File: src/rtl/df_filter_sequencer_pkg.sv
// Shared definitions for the filter self-test sequencer: state encodings,
// pattern codes and default parameter values.
package df_filter_sequencer_pkg;

   typedef enum logic [2:0] {
      IDLE      = 3'd0,
      CFG_SETUP = 3'd1,
      CFG_PULSE = 3'd2,
      CFG_HOLD  = 3'd3,
      STREAM    = 3'd4,
      DRAIN     = 3'd5,
      DONE      = 3'd6
   } state_t;

   localparam logic [1:0] PAT_IMPULSE = 2'd0;
   localparam logic [1:0] PAT_STEP    = 2'd1;
   localparam logic [1:0] PAT_RAMP    = 2'd2;
   localparam logic [1:0] PAT_ALT     = 2'd3;

   localparam int DEF_HOLD_CYCLES = 3;
   localparam int DEF_LATENCY     = 4;
   localparam int DEF_FLUSH       = 3;

   // Wide enough for the longest stream phase (255 samples + flush).
   localparam int CNT_W = 10;

endpackage

File: src/rtl/df_seq_pattern_gen.sv
// Combinational test-pattern source: sample value for index k of the
// selected pattern, forced to zero while flushing the filter taps.
module df_seq_pattern_gen
   import df_filter_sequencer_pkg::*;
(
   input  logic [1:0] pattern,
   input  logic [7:0] k,
   input  logic       flush,
   output logic [7:0] sample
);

   always_comb begin
      sample = 8'h00;
      if (!flush) begin
         case (pattern)
            PAT_IMPULSE: sample = (k == 8'd0) ? 8'hFF : 8'h00;
            PAT_STEP:    sample = 8'h80;
            PAT_RAMP:    sample = k;
            PAT_ALT:     sample = k[0] ? 8'h00 : 8'hFF;
            default:     sample = 8'h00;
         endcase
      end
   end

endmodule

File: src/rtl/df_filter_sequencer.sv
// Self-test sequencer for the 4-tap filter: programs the config port, streams
// a test pattern plus flush zeros, and reduces the responses to sum and peak.
module df_filter_sequencer
   import df_filter_sequencer_pkg::*;
#(
   parameter int HOLD_CYCLES = DEF_HOLD_CYCLES,
   parameter int LATENCY     = DEF_LATENCY,
   parameter int FLUSH       = DEF_FLUSH
) (
   input  logic        CLK,
   input  logic        nRST,
   input  logic        start,
   input  logic [2:0]  mode,
   input  logic [1:0]  pattern,
   input  logic [7:0]  nsamples,
   output logic        enconfig,
   output logic [2:0]  configin,
   output logic [7:0]  datain,
   input  logic [7:0]  dataout,
   output logic        busy,
   output logic        done,
   output logic [15:0] sum,
   output logic [7:0]  peak
);

   localparam logic [CNT_W-1:0] HOLD_LAST = CNT_W'(HOLD_CYCLES - 1);
   localparam logic [CNT_W-1:0] LAT_LAST  = CNT_W'(LATENCY - 1);

   state_t             state, state_next;
   logic [CNT_W-1:0]   cnt, cnt_next;
   logic [1:0]         pat_r;
   logic [7:0]         n_r;
   logic [LATENCY-1:0] vld_p;
   logic [CNT_W-1:0]   stream_last;
   logic               accept;
   logic               flush;
   logic [7:0]         sample;

   function automatic logic [15:0] wrap_add(input logic [15:0] a, input logic [7:0] b);
      return a + {8'b0, b};
   endfunction

   function automatic logic [7:0] max_u8(input logic [7:0] a, input logic [7:0] b);
      return (b > a) ? b : a;
   endfunction

   assign accept      = (state == IDLE) && start;
   assign stream_last = CNT_W'(n_r) + CNT_W'(FLUSH) - 1'b1;
   assign flush       = (cnt_next >= CNT_W'(n_r));

   df_seq_pattern_gen u_pattern_gen (
      .pattern (pat_r),
      .k       (cnt_next[7:0]),
      .flush   (flush),
      .sample  (sample)
   );

   // cnt counts cycles spent in the current state; cnt_next doubles as the
   // sample index for the cycle being loaded into datain.
   always_comb begin
      state_next = state;
      cnt_next   = cnt + 1'b1;
      case (state)
         IDLE: begin
            cnt_next = '0;
            if (start) state_next = CFG_SETUP;
         end
         CFG_SETUP: begin
            cnt_next   = '0;
            state_next = CFG_PULSE;
         end
         CFG_PULSE: begin
            if (cnt == HOLD_LAST) begin
               cnt_next   = '0;
               state_next = CFG_HOLD;
            end
         end
         CFG_HOLD: begin
            if (cnt == HOLD_LAST) begin
               cnt_next   = '0;
               state_next = (n_r == 8'd0) ? DONE : STREAM;
            end
         end
         STREAM: begin
            if (cnt == stream_last) begin
               cnt_next   = '0;
               state_next = DRAIN;
            end
         end
         DRAIN: begin
            if (cnt == LAT_LAST) begin
               cnt_next   = '0;
               state_next = DONE;
            end
         end
         DONE: begin
            cnt_next   = '0;
            state_next = IDLE;
         end
         default: begin
            cnt_next   = '0;
            state_next = IDLE;
         end
      endcase
   end

   // Outputs are registered from the next state so they line up with the
   // state they belong to.
   always_ff @(posedge CLK or negedge nRST) begin
      if (!nRST) begin
         state    <= IDLE;
         cnt      <= '0;
         pat_r    <= '0;
         n_r      <= '0;
         vld_p    <= '0;
         enconfig <= 1'b0;
         configin <= 3'b000;
         datain   <= 8'h00;
         busy     <= 1'b0;
         done     <= 1'b0;
         sum      <= 16'h0000;
         peak     <= 8'h00;
      end else begin
         state    <= state_next;
         cnt      <= cnt_next;
         enconfig <= (state_next == CFG_PULSE);
         busy     <= (state_next != IDLE) && (state_next != DONE);
         done     <= (state_next == DONE);
         datain   <= (state_next == STREAM) ? sample : 8'h00;
         vld_p[0] <= (state == STREAM);
         for (int i = 1; i < LATENCY; i++) vld_p[i] <= vld_p[i-1];
         if (accept) begin
            configin <= mode;
            pat_r    <= pattern;
            n_r      <= nsamples;
            sum      <= 16'h0000;
            peak     <= 8'h00;
         end else if (vld_p[LATENCY-1]) begin
            sum      <= wrap_add(sum, dataout);
            peak     <= max_u8(peak, dataout);
         end
      end
   end

endmodule

File: config.mk
export PLATFORM = sky130hd
export DESIGN_NAME = df_filter_sequencer
export DESIGN_NICKNAME = d
export VERILOG_FILES = /design/src/rtl/df_filter_sequencer_pkg.sv /design/src/rtl/df_seq_pattern_gen.sv /design/src/rtl/df_filter_sequencer.sv
export SDC_FILE = /design/constraint.sdc
export NUM_CORES = 1
export LEC_CHECK = 0
export CAP_MARGIN = 20
export CORE_MARGIN = 8
export CORE_UTILIZATION = 51
export DETAILED_ROUTE_END_ITERATION = 10
export DONT_BUFFER_PORTS = 1
export GPL_ROUTABILITY_DRIVEN = 0
export PLACE_DENSITY = 0.66
export SLEW_MARGIN = 40
export SYNTH_ARGS = -nofsm -noshare
export SYNTH_HDL_FRONTEND = slang
export SYNTH_SLANG_ARGS = --single-unit
File: constraint.sdc
create_clock -name CLK -period 11.9 [get_ports CLK]
set_clock_uncertainty 0.2 [all_clocks]
set_input_delay 2.975 -clock CLK [delete_from_list [all_inputs] [get_ports CLK]]
set_output_delay 2.975 -clock CLK [all_outputs]
set_load 0.05 [all_outputs]
==> flow_metrics.env <==
export IMPL_synthArstFlopShare=1.00
export IMPL_status="complete, no violations"
export IMPL_antenna_found_initial=0
export IMPL_synth_warnings=0
export IMPL_syn_avg_cell_area_um2=9.92
export IMPL_vias_per_cell=5.69
export IMPL_critPathKind="input pin to flop"
export IMPL_die_area_um2=10900
export IMPL_p_leak_nw=1.86
export IMPL_fmax_mhz=192
export IMPL_drt_iter0_markers=148
export IMPL_root_buffer="clkbuf_8"
export IMPL_hold_viol_final=0
export IMPL_fp_row_count=32
export IMPL_die_w_um=104
export IMPL_cp_data_arrival_time_ns=5.23
export IMPL_hp_class="flop to flop"
export IMPL_drc_errors=0
export IMPL_ys_seq_area_frac=0.410
export IMPL_synth_edf_count=0
export IMPL_dr_pass1_iters=4
export IMPL_area_delta_synth_final_pct=5.96
export IMPL_core_area_um2=7650
export IMPL_cts_tree="built"
export IMPL_finalWorstSetupSlack_ns=6.70
export IMPL_period_minus_slack_ns=5.20
export IMPL_worstPathRequired_ns=11.92
export IMPL_io_pins=62
export IMPL_synth_area_leaders="dfrtp_1 (41%), ha_1 (8.5%), xnor2_1 (4.2%), nor2_1 (3.8%), mux2i_1 (3.5%)"
export IMPL_syn_nets=452
export IMPL_cts_inserted_buffers=9
export IMPL_antenna_left=0
export IMPL_dp_hpwl_mm=6.23
export IMPL_htreeDepth=3
export IMPL_post_cts_buffers=0
export IMPL_cp_max_fo=5
export IMPL_syn_area_um2=3970
export IMPL_antennaDiodeCount=0
export IMPL_totalWireLength_mm=8.43
export IMPL_start_util=0.519
export IMPL_cts_resized=0
export IMPL_grt_max_degree=66
export IMPL_clk_latency_ns=0.35
export IMPL_final_setup_viol_count=0
export IMPL_ys_flop_type="dfrtp_1"
export IMPL_yosys_cell_types_count=61
export IMPL_p_total_mw=0.998
export IMPL_rsz0062_at_grt="false"
export IMPL_dp_cells=487
export IMPL_maxSlewHeadroom=0.605
export IMPL_grt_pass1_vias=2830
export IMPL_tns_ns=0
export IMPL_cts_hold_buf=0
export IMPL_grt_overflow=0
export IMPL_grt_pass1_wl_mm=13.9
export IMPL_powerDensity_nw_per_um2=237
export IMPL_grtUsageTotal=0.160
export IMPL_synth_seq_cells=65
export IMPL_placed_cell_area_um2=4010
export IMPL_syn_inst=400
export IMPL_fin_area_um2=4200
export IMPL_crit_path_start_kind="input pin"
export IMPL_vias=2856
export IMPL_clk_pin_slew_ns=0.07
export IMPL_clock_sinks=65
export IMPL_synth_top_cell_by_area="dfrtp_1"
export IMPL_pre_cts_ws_ns=6.39
export IMPL_io_buffers=0
export IMPL_finalMaxSlewViolations=0
export IMPL_tightest_slew_ns=0.592
export IMPL_period_share=0.437
export IMPL_cts_buffer_depth=2
export IMPL_synth_top_area_frac=0.410
export IMPL_ir_drop_uv=87.6
export IMPL_drv_cap=0
export IMPL_nets=448
export IMPL_final_cells=502
export IMPL_drive_gt1_frac=0.110
export IMPL_die_y_um=104
export IMPL_end_kind="flop"
export IMPL_wl_per_cell_um=16.8
power by group:
group          total [mW]  internal, mW  switching [mW]  leakage [nW]
clock               0.190         0.106          0.0831         0.102
combinational       0.334         0.151           0.183         0.900
sequential          0.474         0.277           0.197         0.858
total               0.998         0.535           0.463          1.86
state kept, by name, summed over array words and instances (netlist names):
signal	flops
pat_r	2
done	1
configin	3
cnt	10
peak	8
enconfig	1
state	3
sum	16
datain	8
vld_p	4
n_r	8
busy	1
metrics by stage:
step	hold WS, ns	util
floorplan	0.131	-
global placement	0.134	0.523
detailed placement	0.136	0.524
CTS	0.145	0.550
global route	0.158	0.550
finish	0.147	0.550
synthesized netlist by cell type (all sizes together) (4+ instances only):
| cell type | n |
|---|---|
| ha | 27 |
| o21a | 10 |
| mux2 | 10 |
| xor2 | 9 |
| and3 | 8 |
| buf | 11 |
| a21oi | 13 |
| nor2 | 41 |
| and4 | 4 |
| a31oi | 6 |
| nand2 | 24 |
| nand3 | 10 |
| dfrtp | 65 |
| nor4 | 4 |
| xnor2 | 19 |
| nor3 | 8 |
| clkbuf | 6 |
| nand2b | 5 |
| o21ai | 19 |
| nor2b | 8 |
| a21o | 7 |
| nand4 | 8 |
| mux2i | 14 |
| inv | 31 |
layer usage:
layer  track usage  vias to the layer above  wire length [µm]  share of wire
li1              -                     1399                 -              -
met1         0.189                     1386              3720           0.44
met2         0.258                       59              4080           0.48
met3        0.0489                       12               460          0.055
met4        0.0838                        0               172          0.020
met5             0                        -                 0              0
worst paths after layout:
check / from / endpoint / slack [ns] / depth (start not counted)
hold / removal: vld_p[0] / vld_p[1] / 0.15 / 0
setup reg to reg: n_r[1] / datain[1] / 7.33 / 14
max in group asynchronous: nRST / cnt[8] / 9.26 / 0
hold reg to reg: vld_p[0] / vld_p[1] / 0.15 / 0
min in group asynchronous: nRST / peak[5] / 2.11 / 0
setup / recovery: dataout[0] / sum[10] / 6.70 / 10
critical path, cell delays in order:
cell and delay [ns]:
ha_1 0.15, inv_1 0.06, fa_1 0.40, nor2b_1 0.14, o21ai_0 0.10, a21boi_0 0.26
o21ai_0 0.19, a211oi_1 0.51, o211ai_1 0.15, mux2_2 0.30
area by class of cell:
type,count,area (µm²)
clock inverter,3,40.0
sequential,65,1630
fill,672,3440
clock buffer,12,155
tap,102,128
inverter,31,116
timing repair buffer,2,15.0
multi-input combinational,287,2120
kinds of logic after synthesis:
logic type      share of synthesized area
simple gates                        0.170
compound gates                      0.148
flops                               0.410
buf+inv                            0.0564
xor+xnor                           0.0618
fa+ha+maj                          0.0902
mux                                0.0637
layout by cell type, fill, tap and decap left out, types with 2 or more instances in the layout:
master	instances
dfrtp_1	65
nor2_1	40
inv_1	31
ha_1	27
nand2_1	24
xnor2_1	19
o21ai_0	18
mux2i_1	14
a21oi_1	12
clkbuf_8	11
nand3_1	10
o21a_1	10
mux2_2	10
xor2_1	9
nor2b_1	8
nand4_1	8
nor3_1	7
and3_1	6
a31oi_1	6
a21o_1	6
nand2b_1	5
and4_1	3
a21boi_0	3
a211oi_1	3
o211ai_1	3
nor4_4	2
o2bb2ai_1	2
nor4_1	2
o21bai_1	2
clkinv_2	2
buf_4	2
Power figures use the tool's default switching activity.
